## src/rtl/dvi_tx_pkg.sv

```systemverilog
// Shared state encoding and colour-bar constants for the DVI transmit timing generator.
package dvi_tx_pkg;

    typedef enum logic [1:0] {
        ST_IDLE  = 2'd0,
        ST_RUN   = 2'd1,
        ST_DRAIN = 2'd2
    } tx_state_e;

    localparam logic [23:0] RGB_WHITE   = 24'hFF_FF_FF;
    localparam logic [23:0] RGB_YELLOW  = 24'hFF_FF_00;
    localparam logic [23:0] RGB_CYAN    = 24'h00_FF_FF;
    localparam logic [23:0] RGB_GREEN   = 24'h00_FF_00;
    localparam logic [23:0] RGB_MAGENTA = 24'hFF_00_FF;
    localparam logic [23:0] RGB_RED     = 24'hFF_00_00;
    localparam logic [23:0] RGB_BLUE    = 24'h00_00_FF;
    localparam logic [23:0] RGB_BLACK   = 24'h00_00_00;

    // Bars run left to right from white down to black.
    function automatic logic [23:0] bar_colour(input logic [2:0] idx);
        logic [23:0] rgb;
        case (idx)
            3'd0:    rgb = RGB_WHITE;
            3'd1:    rgb = RGB_YELLOW;
            3'd2:    rgb = RGB_CYAN;
            3'd3:    rgb = RGB_GREEN;
            3'd4:    rgb = RGB_MAGENTA;
            3'd5:    rgb = RGB_RED;
            3'd6:    rgb = RGB_BLUE;
            3'd7:    rgb = RGB_BLACK;
            default: rgb = RGB_BLACK;
        endcase
        return rgb;
    endfunction

endpackage

```

## src/rtl/dvi_tx_counter.sv

```systemverilog
// Horizontal/vertical raster counters with sync and active-region decode.
module dvi_tx_counter #(
    parameter int H_ACTIVE = 128,
    parameter int H_FRONT  = 4,
    parameter int H_SYNC   = 8,
    parameter int H_TOTAL  = 144,
    parameter int V_ACTIVE = 32,
    parameter int V_FRONT  = 2,
    parameter int V_SYNC   = 2,
    parameter int V_TOTAL  = 40,
    parameter int H_W      = $clog2(H_TOTAL + 1),
    parameter int V_W      = $clog2(V_TOTAL + 1)
) (
    input  logic           clk,
    input  logic           rst_n,
    input  logic           run,
    output logic [H_W-1:0] h_cnt,
    output logic [V_W-1:0] v_cnt,
    output logic           hs,
    output logic           vs,
    output logic           active,
    output logic           frame_last
);

    localparam logic [H_W-1:0] H_LAST   = H_W'(H_TOTAL - 1);
    localparam logic [V_W-1:0] V_LAST   = V_W'(V_TOTAL - 1);
    localparam logic [H_W-1:0] H_ACT    = H_W'(H_ACTIVE);
    localparam logic [V_W-1:0] V_ACT    = V_W'(V_ACTIVE);
    localparam logic [H_W-1:0] HS_START = H_W'(H_ACTIVE + H_FRONT);
    localparam logic [H_W-1:0] HS_END   = H_W'(H_ACTIVE + H_FRONT + H_SYNC);
    localparam logic [V_W-1:0] VS_START = V_W'(V_ACTIVE + V_FRONT);
    localparam logic [V_W-1:0] VS_END   = V_W'(V_ACTIVE + V_FRONT + V_SYNC);
    localparam logic [H_W-1:0] H_ONE    = H_W'(1);
    localparam logic [V_W-1:0] V_ONE    = V_W'(1);

    // Raster advance; parked at the origin whenever the generator is stopped.
    always_ff @(posedge clk or negedge rst_n) begin
        if (!rst_n) begin
            h_cnt <= '0;
            v_cnt <= '0;
        end else if (!run) begin
            h_cnt <= '0;
            v_cnt <= '0;
        end else if (h_cnt == H_LAST) begin
            h_cnt <= '0;
            if (v_cnt == V_LAST) begin
                v_cnt <= '0;
            end else begin
                v_cnt <= v_cnt + V_ONE;
            end
        end else begin
            h_cnt <= h_cnt + H_ONE;
        end
    end

    // Position decode for the current raster point.
    always_comb begin
        hs         = (h_cnt >= HS_START) && (h_cnt < HS_END);
        vs         = (v_cnt >= VS_START) && (v_cnt < VS_END);
        active     = (h_cnt < H_ACT) && (v_cnt < V_ACT);
        frame_last = (h_cnt == H_LAST) && (v_cnt == V_LAST);
    end

endmodule

```

## src/rtl/dvi_tx_timing_gen.sv

```systemverilog
// DVI transmit timing generator: raster FSM, pixel handshake and registered RGB outputs.
// Define DVI_TX_PATTERN_EN to substitute colour bars instead of black on input underflow.
module dvi_tx_timing_gen
    import dvi_tx_pkg::*;
#(
    parameter int H_ACTIVE = 128,
    parameter int H_FRONT  = 4,
    parameter int H_SYNC   = 8,
    parameter int H_TOTAL  = 144,
    parameter int V_ACTIVE = 32,
    parameter int V_FRONT  = 2,
    parameter int V_SYNC   = 2,
    parameter int V_TOTAL  = 40
) (
    input  logic       clk,
    input  logic       rst_n,
    input  logic       I_enable,
    input  logic       I_pix_valid,
    input  logic [7:0] I_pix_r,
    input  logic [7:0] I_pix_g,
    input  logic [7:0] I_pix_b,
    output logic       O_pix_ready,
    output logic       O_rgb_hs,
    output logic       O_rgb_vs,
    output logic       O_rgb_de,
    output logic [7:0] O_rgb_r,
    output logic [7:0] O_rgb_g,
    output logic [7:0] O_rgb_b,
    output logic       O_frame_start,
    output logic       O_underflow
);

    localparam int H_W = $clog2(H_TOTAL + 1);
    localparam int V_W = $clog2(V_TOTAL + 1);

    tx_state_e      state_r;
    logic           run_s;
    logic           ready_s;
    logic           first_s;
    logic [H_W-1:0] h_cnt_s;
    logic [V_W-1:0] v_cnt_s;
    logic           hs_s;
    logic           vs_s;
    logic           active_s;
    logic           frame_last_s;
    logic [23:0]    sub_rgb_s;
    logic [23:0]    pix_rgb_s;

    dvi_tx_counter #(
        .H_ACTIVE (H_ACTIVE),
        .H_FRONT  (H_FRONT),
        .H_SYNC   (H_SYNC),
        .H_TOTAL  (H_TOTAL),
        .V_ACTIVE (V_ACTIVE),
        .V_FRONT  (V_FRONT),
        .V_SYNC   (V_SYNC),
        .V_TOTAL  (V_TOTAL),
        .H_W      (H_W),
        .V_W      (V_W)
    ) u_counter (
        .clk        (clk),
        .rst_n      (rst_n),
        .run        (run_s),
        .h_cnt      (h_cnt_s),
        .v_cnt      (v_cnt_s),
        .hs         (hs_s),
        .vs         (vs_s),
        .active     (active_s),
        .frame_last (frame_last_s)
    );

`ifdef DVI_TX_PATTERN_EN
    localparam int HA_W = $clog2(H_ACTIVE);
    assign sub_rgb_s = bar_colour(h_cnt_s[HA_W-1 -: 3]);
`else
    assign sub_rgb_s = RGB_BLACK;
`endif

    // Handshake and pixel selection; a missing input pixel never stalls the raster.
    always_comb begin
        run_s   = (state_r != ST_IDLE);
        ready_s = run_s && active_s;
        first_s = (h_cnt_s == '0) && (v_cnt_s == '0);
        if (I_pix_valid) begin
            pix_rgb_s = {I_pix_r, I_pix_g, I_pix_b};
        end else begin
            pix_rgb_s = sub_rgb_s;
        end
    end

    assign O_pix_ready = ready_s;

    // Raster state: start on enable, always finish the current frame before idling.
    always_ff @(posedge clk or negedge rst_n) begin
        if (!rst_n) begin
            state_r <= ST_IDLE;
        end else begin
            case (state_r)
                ST_IDLE: begin
                    if (I_enable) state_r <= ST_RUN;
                    else          state_r <= ST_IDLE;
                end
                ST_RUN: begin
                    if (!I_enable) state_r <= ST_DRAIN;
                    else           state_r <= ST_RUN;
                end
                ST_DRAIN: begin
                    if (I_enable)          state_r <= ST_RUN;
                    else if (frame_last_s) state_r <= ST_IDLE;
                    else                   state_r <= ST_DRAIN;
                end
                default: state_r <= ST_IDLE;
            endcase
        end
    end

    // Output stage, one cycle behind the raster position and input sample.
    always_ff @(posedge clk or negedge rst_n) begin
        if (!rst_n) begin
            O_rgb_hs      <= 1'b0;
            O_rgb_vs      <= 1'b0;
            O_rgb_de      <= 1'b0;
            O_rgb_r       <= 8'h00;
            O_rgb_g       <= 8'h00;
            O_rgb_b       <= 8'h00;
            O_frame_start <= 1'b0;
            O_underflow   <= 1'b0;
        end else begin
            O_rgb_hs      <= run_s && hs_s;
            O_rgb_vs      <= run_s && vs_s;
            O_rgb_de      <= ready_s;
            O_frame_start <= ready_s && first_s;
            O_underflow   <= ready_s && !I_pix_valid;
            if (ready_s) begin
                {O_rgb_r, O_rgb_g, O_rgb_b} <= pix_rgb_s;
            end else begin
                {O_rgb_r, O_rgb_g, O_rgb_b} <= 24'h00_00_00;
            end
        end
    end

endmodule

```

## config.mk

```make
export PLATFORM = sky130hd
export DESIGN_NAME = dvi_tx_timing_gen
export DESIGN_NICKNAME = d
export VERILOG_FILES = /design/src/rtl/dvi_tx_pkg.sv /design/src/rtl/dvi_tx_counter.sv /design/src/rtl/dvi_tx_timing_gen.sv
export SDC_FILE = /design/constraint.sdc
export NUM_CORES = 1
export LEC_CHECK = 0
export BUFFER_PORTS_ARGS = -buffer_cell sky130_fd_sc_hd__buf_2
export CAP_MARGIN = 20
export CORE_MARGIN = 5
export CORE_UTILIZATION = 35
export DETAILED_ROUTE_END_ITERATION = 16
export GPL_ROUTABILITY_DRIVEN = 0
export PLACE_DENSITY = 0.69
export SYNTH_ARGS = -nofsm -noshare
export SYNTH_HDL_FRONTEND = slang
export SYNTH_SLANG_ARGS = --single-unit
```

## constraint.sdc

```tcl
create_clock -name clk -period 1.9 [get_ports clk]
set_input_delay 0.19 -clock clk [delete_from_list [all_inputs] [get_ports clk]]
set_output_delay 0.19 -clock clk [all_outputs]
set_load 0.02 [all_outputs]
```

==> out/results.md, run 1 <==
| Step | Parameter | This run |
|---|---|---|
| run status | Outcome | complete, no violations |
| sta | Slew at the pin with the worst max-slew slack | 0.544 ns |
| cells and area | Commonest non-fill, non-tap cells in the layout | buf_2 (57), dfrtp_1 (45), and2_1 (25), buf_4 (14), a21oi_1 (8) |
| flow run | Max-capacitance violation count | 0 |
| sta | RSZ-0062 raised after global routing | no |
| clocking | CTS HTree Levels | 2 |
| die | Total core area | 5070 um^2 |
| logic synthesis | Total number of yosys warnings | 0 |
| sta | Period utilization | 95.9% |
| global routing | Global route total overflow | 0 |
| logic synthesis | Proportion of synthesized flip-flops having asynchronous set or reset | 100% |
| die | Width of the die | 82.1 um |
| cells and area | Growth of design area from synthesis to finish | 30.4% |
| die | Starting density of the core | 35.8% |
| detailed routing | Vias/cell | 4.66 |
| clocking | Later-pin clock latency in the skew report | 0.29 ns |
| sta | Final Slew Violations | 0 |
| placed design | I/O Buffers | 57 |
| sta | Setup Total Neg Slack | 0 ns |
| detailed routing | Sum of met2 wire segment lengths after detailed routing | 1620 um |
| die | Top-level port count | 58 |
| logic synthesis | Number of nets in the synthesized netlist | 187 |
| detailed routing | Metal-1 WL | 1650 um |
| detailed routing | DRC violations left | 0 |
| logic synthesis | Largest cells by area after synthesis | dfrtp_1 (62%), and2_1 (8.6%), ha_1 (2.8%) |
| clocking | CTS sink count | 45 |
| cells and area | Layout cell share with drive strength beyond 1 | 37.0% |
| detailed routing | Number of nets with antenna violations after detailed routing | 0 |
| global routing | Maximum number of pins on one net before global-route repair | 46 |
| die | Area enclosed by the die boundary | 6740 um^2 |
| logic synthesis | Sequential cell area fraction in the yosys report | 61.9% |
| cells and area | Post-layout nets | 258 |
| clocking | Root cell of the clock tree | clkbuf_8 |
| cells and area | Antenna fix cells | 0 |
| logic synthesis | Average size of a mapped cell | 11.7 um^2 |
| logic synthesis | Dominant synthesized flop cell | dfrtp_1 |
| logic synthesis | Synth top area share | 61.9% |
| logic synthesis | Post-Syn Area | 1820 um^2 |
| die | Height of the chip | 82.1 um |
| logic synthesis | Number of enable flip-flop cells after synthesis | 0 |
| clocking | Maximum root-to-sink buffer count | 2 |
| hold path | Type of the tightest min-delay check | input pin to flop |
| critical path | Largest stage delay on the critical path | 0.59 ns |
| cells and area | Most common cell after layout, fill and taps aside | buf_2 |
| detailed routing | Detail-routed net length per standard cell | 12.9 um |
| placed design | Half-perimeter wire length after detailed placement | 2870 um |
| detailed routing | Drt pass-1 iters | 4 |
| global routing | GRT Overall Usage | 13.2% |
| sta | Crit path time final | 1.82 ns |
| logic synthesis | Post-Syn Instances | 155 |
| logic synthesis | Yosys top cell by area | dfrtp_1 |
| detailed routing | Initial DRC Count | 43 |
| critical path | Largest fanout of any net on the critical path | 7 |
| critical path | Required time of the critical path | 2.10 ns |
| sta | Clock Skews | 0.00374 ns |
| power | Total power per unit cell area | 792 nW/um^2 |
| critical path | Critical path's top delay family | simple AND/OR/NAND/NOR gates |
| global routing | Number of antenna violations at the first check in global routing | 0 |
| detailed routing | Metal3 WL | 514 um |
| critical path | Element type at the critical path start | flop |
| placed design | Standard cell area after detailed placement | 2260 um^2 |
| sta | Fin. Hold Viols | 0 |
| power | Max rail drop VDD | 0.449 mV |
| critical path | Number of buffer and inverter instances along the worst setup path | 0 |
| critical path | Category of the worst setup path capture point | flop |
| detailed routing | Final WL | 3830 um |
| sta | Setup violation total in the final timing report | 0 |
| sta | Max-slew headroom at the worst pin | 63.7% |
| clocking | Clock-pin slew reported for the worst setup and hold paths after clock tree synthesis | 0.08 ns |
| cells and area | Core Util, Final | 46.7% |
| die | Rows | 26 |
| clocking | Clock tree from TritonCTS | yes |
| critical path | Arrival time worst endpoint | 2.03 ns |
| global routing | Via count of the first global-routing pass | 1457 |
| critical path | Cell chain of the critical path | or4b_4 > or4_4 > o311ai_2 |
| detailed routing | Vias after detailed routing | 1384 |
| critical path | Cell at the slowest stage of the critical path | or4b_4 |
| logic synthesis | Number of register bits inferred by synthesis | 45 |
| detailed routing | Highest Signal Layer | met4 |
| critical path | Type of the worst setup path | flop to flop |
| global routing | Global-route wire length before repair | 6710 um |
| power | Leakage component of the power | 1.18 nW |
| logic synthesis | Distinct cell type count of the synthesized netlist | 34 |
| clocking | CTS Buf Count | 5 |
| sta | Highest attainable clock frequency | 0.549 GHz |
| cells and area | Post-route cell area | 2370 um^2 |
| cells and area | Filler instances | 489 |
[cells by family (layout without fill, tap and decap cells)]
family          after synthesis  after routing  synth area share (%)
flops                        45             45                  61.9
simple gates                 64             64                  21.6
compound gates               25             25                  8.87
buf+inv                      14             86                  3.44
xor+xnor                      3              3                  1.44
fa+ha+maj                     4              4                  2.75
[synth_stat cells, drive strengths merged, types with 2 or more instances]
cell / number
o41ai: 2
nor2: 4
nand2: 5
o311ai: 2
or3: 4
nor4b: 2
o31ai: 3
nand3: 6
xnor2: 2
ha: 4
and4: 2
a21oi: 8
or4: 3
dfrtp: 45
nor3: 4
o211ai: 3
nor4: 2
clkbuf: 8
o21ai: 5
inv: 6
and2: 25
[state kept, by name (all words and copies together) (netlist names)]
register / count
O_frame_start: 1
O_rgb_b: 8
O_rgb_de: 1
O_rgb_g: 8
O_rgb_hs: 1
O_rgb_r: 8
O_rgb_vs: 1
O_underflow: 1
state_r: 2
u_counter.h_cnt: 8
u_counter.v_cnt: 6
[routing by layer]
metal | vias to the layer above | GRT usage (%)
li1 | 676 | -
met1 | 635 | 16.3
met2 | 67 | 19.7
met3 | 6 | 7.05
met4 | 0 | 4.49
met5 | - | 0
[repair_timing]
action                                 in CTS  in global routing
buffers inserted                            0                  1
hold buffers                                1                  0
setup endpoints to repair                   0                  2
endpoints found under the hold margin      45                  0
gates resized for setup                     0                  2
[through the flow]
step / setup slack [ns] / cells / power (W) / hold slack (ns)
floorplan: 0.118 / 155 / 0.00120 / -0.106
global placement: 0.109 / 287 / 0.00132 / 0.301
detailed placement: 0.0804 / 287 / 0.00132 / 0.305
CTS: 0.0511 / 296 / 0.00192 / 0.0436
global route: 0.0125 / 297 / 0.00200 / 0.0422
finish: 0.0774 / 297 / 0.00188 / 0.0569
[report_power, final]
| group | internal (W) | switching (W) | leakage, nW |
|---|---|---|---|
| clock | 0.000259 | 0.000322 | 0.0374 |
| sequential | 0.00101 | 0.0000299 | 0.603 |
| combinational | 0.000106 | 0.000151 | 0.536 |
[final timing paths]
kind | from | cells after the start | slack [ns] | end
setup / recovery | u_counter.h_cnt[6]$_DFF_PN0_ | 3 | 0.08 | u_counter.v_cnt[5]$_DFFE_PN0P_
hold / removal | I_enable | 2 | 0.06 | state_r[1]$_DFF_PN0_
setup reg to reg | u_counter.h_cnt[6]$_DFF_PN0_ | 3 | 0.08 | u_counter.v_cnt[5]$_DFFE_PN0P_
hold reg to reg | u_counter.h_cnt[0]$_DFF_PN0_ | 1 | 0.48 | u_counter.h_cnt[0]$_DFF_PN0_
max in group asynchronous | rst_n | 3 | 1.03 | u_counter.h_cnt[3]$_DFF_PN0_
min in group asynchronous | rst_n | 3 | 0.49 | O_rgb_r[0]$_DFF_PN0_
[area by class of cell]
| class | count | area [um^2] | share of cell area [%] |
|---|---|---|---|
| sequential | 45 | 1130 | 47.5 |
| multi-input combinational | 96 | 648 | 27.3 |
| timing repair buffer | 72 | 400 | 16.9 |
| tap | 70 | 87.6 | 3.69 |
| clock buffer | 6 | 72.6 | 3.06 |
| inverter | 6 | 22.5 | 0.949 |
| clock inverter | 2 | 15.0 | 0.633 |
Power figures use the tool's default switching activity.
==> run 2: changes to the inputs <==
--- a/config.mk
+++ b/config.mk
@@ -7,6 +7,7 @@
 export LEC_CHECK = 0
 export BUFFER_PORTS_ARGS = -buffer_cell sky130_fd_sc_hd__buf_2
 export CAP_MARGIN = 20
+export CORE_ASPECT_RATIO = 0.6
 export CORE_MARGIN = 5
 export CORE_UTILIZATION = 35
 export DETAILED_ROUTE_END_ITERATION = 16
==> out/results.md, run 2 (synthesis gave the netlist of run 1 again) <==
| Step | Parameter | This run | Delta |
|---|---|---|---|
| detailed routing | Initial DRC Count | 104 | +140% |
| detailed routing | Detail-routed net length per standard cell | 13.7 um | +6.3% |
| clocking | Setup bufs post-CTS | 0 | unchanged |
| global routing | Grt met1 use | 19.3% | +3.0 points |
| critical path | Type of the worst setup path | flop to flop |  |
| cells and area | Antenna fix cells | 0 | unchanged |
| critical path | Cell at the slowest stage of the critical path | or4b_4 |  |
| cells and area | Growth of design area from synthesis to finish | 30.3% |  |
| global routing | Fraction of met2 tracks used by global routing | 18.0% | -1.7 points |
| sta | Slew at the pin with the worst max-slew slack | 0.560 ns | +0.0154 ns |
| global routing | Global route total overflow | 0 | unchanged |
| placed design | Half-perimeter wire length after detailed placement | 2920 um | +1.9% |
| cells and area | Most common cell after layout, fill and taps aside | buf_2 |  |
| global routing | GRT Overall Usage | 13.3% | +0.047 points |
| critical path | Arrival time worst endpoint | 1.99 ns | -0.04 ns |
| detailed routing | Vias after detailed routing | 1400 | +1.2% |
| die | Height of the chip | 65.8 um | -20% |
| clocking | CTS sink count | 45 | unchanged |
| detailed routing | Number of nets with antenna violations after detailed routing | 0 | unchanged |
| critical path | R2r startpoint | u_counter.h_cnt[5]$_DFF_PN0_ |  |
| sta | Setup Total Neg Slack | 0 ns | unchanged |
| die | Top-level port count | 58 | unchanged |
| clocking | Resized Gates After CTS | 0 | unchanged |
| cells and area | Layout cell share with drive strength beyond 1 | 35.6% | -1.4 points |
| cells and area | Core Util, Final | 46.9% | +0.14 points |
| global routing | Global-route wire length before repair | 6800 um | +1.2% |
| clocking | CTS Buf Count | 5 | unchanged |
| cells and area | Commonest non-fill, non-tap cells in the layout | buf_2 (57), dfrtp_1 (45), and2_1 (25), buf_4 (12), a21oi_1 (8) |  |
| clocking | Clock-pin slew reported for the worst setup and hold paths after clock tree synthesis | 0.08 ns | about the same |
| clocking | CTS HTree Levels | 2 | unchanged |
| sta | Crit path time final | 1.80 ns | -0.0246 ns |
| run status | Outcome | complete, no violations |  |
| global routing | Via count of the first global-routing pass | 1408 | -3.4% |
| sta | RSZ-0062 raised after global routing | no |  |
| sta | Final Slew Violations | 0 | unchanged |
| critical path | Element type at the critical path start | flop |  |
| detailed routing | DRC violations left | 0 | unchanged |
| clocking | Later-pin clock latency in the skew report | 0.30 ns | about the same |
| cells and area | Post-layout nets | 256 | -0.78% |
| critical path | Required time of the critical path | 2.10 ns | about the same |
| global routing | Number of antenna violations at the first check in global routing | 0 | unchanged |
| sta | Clock Skews | 0.00519 ns | +0.00145 ns |
| critical path | Largest fanout of any net on the critical path | 3 | -4 |
| power | Total power per unit cell area | 863 nW/um^2 | +9.0% |
| sta | Period utilization | 94.6% | -1.3 points |
| critical path | Number of buffer and inverter instances along the worst setup path | 0 | unchanged |
| die | Total core area | 5050 um^2 | -0.39% |
| hold path | Worst hold start | I_enable |  |
| global routing | Maximum number of pins on one net before global-route repair | 46 | unchanged |
| critical path | Category of the worst setup path capture point | flop |  |
| die | Starting density of the core | 36.0% | +0.14 points |
| die | Area enclosed by the die boundary | 6790 um^2 | +0.70% |
| placed design | I/O Buffers | 57 | unchanged |
| detailed routing | Drt pass-1 iters | 4 | unchanged |
| sta | Fin. Hold Viols | 0 | unchanged |
| die | Width of the die | 103 um | +26% |
| global routing | Most heavily used metal layer in global routing | met1 |  |
| sta | Max-slew headroom at the worst pin | 62.7% | -1.0 points |
| sta | Highest attainable clock frequency | 0.556 GHz | +1.4% |
| sta | Setup violation total in the final timing report | 0 | unchanged |
| clocking | Clock tree from TritonCTS | yes |  |
| hold path | Type of the tightest min-delay check | input pin to flop |  |
| die | Rows | 20 | -23% |
| clocking | Post-CTS Hold Fix Bufs | 1 | unchanged |
| detailed routing | Vias/cell | 4.81 | +3.2% |
| critical path | Critical path's top delay family | simple AND/OR/NAND/NOR gates |  |
| clocking | Root cell of the clock tree | clkbuf_8 |  |
| detailed routing | Final WL | 3990 um | +4.1% |
| clocking | Maximum root-to-sink buffer count | 2 | unchanged |
| flow run | Max-capacitance violation count | 0 | unchanged |
| sta | Post-route worst hold slack | 0.0461 ns | -0.0108 ns |
| critical path | Largest stage delay on the critical path | 0.54 ns | -0.05 ns |
| global routing | Met3 layer usage reported by global route | 4.21% | -2.8 points |
| power | Leakage component of the power | 1.18 nW | +0.68% |
| critical path | Worst Setup SP | u_counter.h_cnt[5]$_DFF_PN0_ |  |
| critical path | Cell chain of the critical path | or4b_4 > or4_1 > o311ai_1 |  |
| power | Max rail drop VDD | 0.403 mV | -10% |
run 2: metal layers:
metal  share of wire [%]  vias up
met5                   0        -
met4                 1.2        0
met2                  41       57
met3                 9.4        5
li1                    -      677
met1                  48      661
run 2: per-stage QoR:
stage,worst slack [ns],std cells,instance area (um^2),power (W)
5_1_grt,0.0231,291,2370,0.00216
3_3_place_gp,0.143,282,2240,0.00132
6_report,0.102,291,2370,0.00205
3_5_place_dp,0.104,282,2240,0.00133
4_1_cts,0.0864,291,2370,0.00208
2_1_floorplan,0.118,155,1820,0.00120
run 2: worst paths after layout:
check,to,slack [ns],cells past startpoint
max,u_counter.v_cnt[5]$_DFFE_PN0P_,0.10,3
min,state_r[1]$_DFF_PN0_,0.05,2
max reg2reg,u_counter.v_cnt[5]$_DFFE_PN0P_,0.10,3
min reg2reg,u_counter.h_cnt[0]$_DFF_PN0_,0.47,1
max in group asynchronous,u_counter.h_cnt[6]$_DFF_PN0_,1.00,3
min in group asynchronous,O_rgb_r[0]$_DFF_PN0_,0.52,3
run 2: report_power, final:
part / switching [W] / internal, W / total, W
Combinational: 0.000154 / 0.000105 / 0.000259
Sequential: 0.0000321 / 0.00101 / 0.00104
Clock: 0.000315 / 0.000429 / 0.000744
run 2: area by class of cell:
cell class | count | area, um^2
clock inverters | 1 | 30.0
repair buffers | 70 | 385
fillers | 505 | 2690
inverters | 6 | 22.5
clock buffers | 7 | 86.3
flip-flops and latches | 45 | 1130
well taps | 66 | 82.6
multi-input cells | 96 | 637
run 2: worst register-to-register path: cells and delay by family (launching register included):
family,cells,cell delay [ns]
compound gates,1,0.25
flops,1,0.38
simple gates,2,1.07
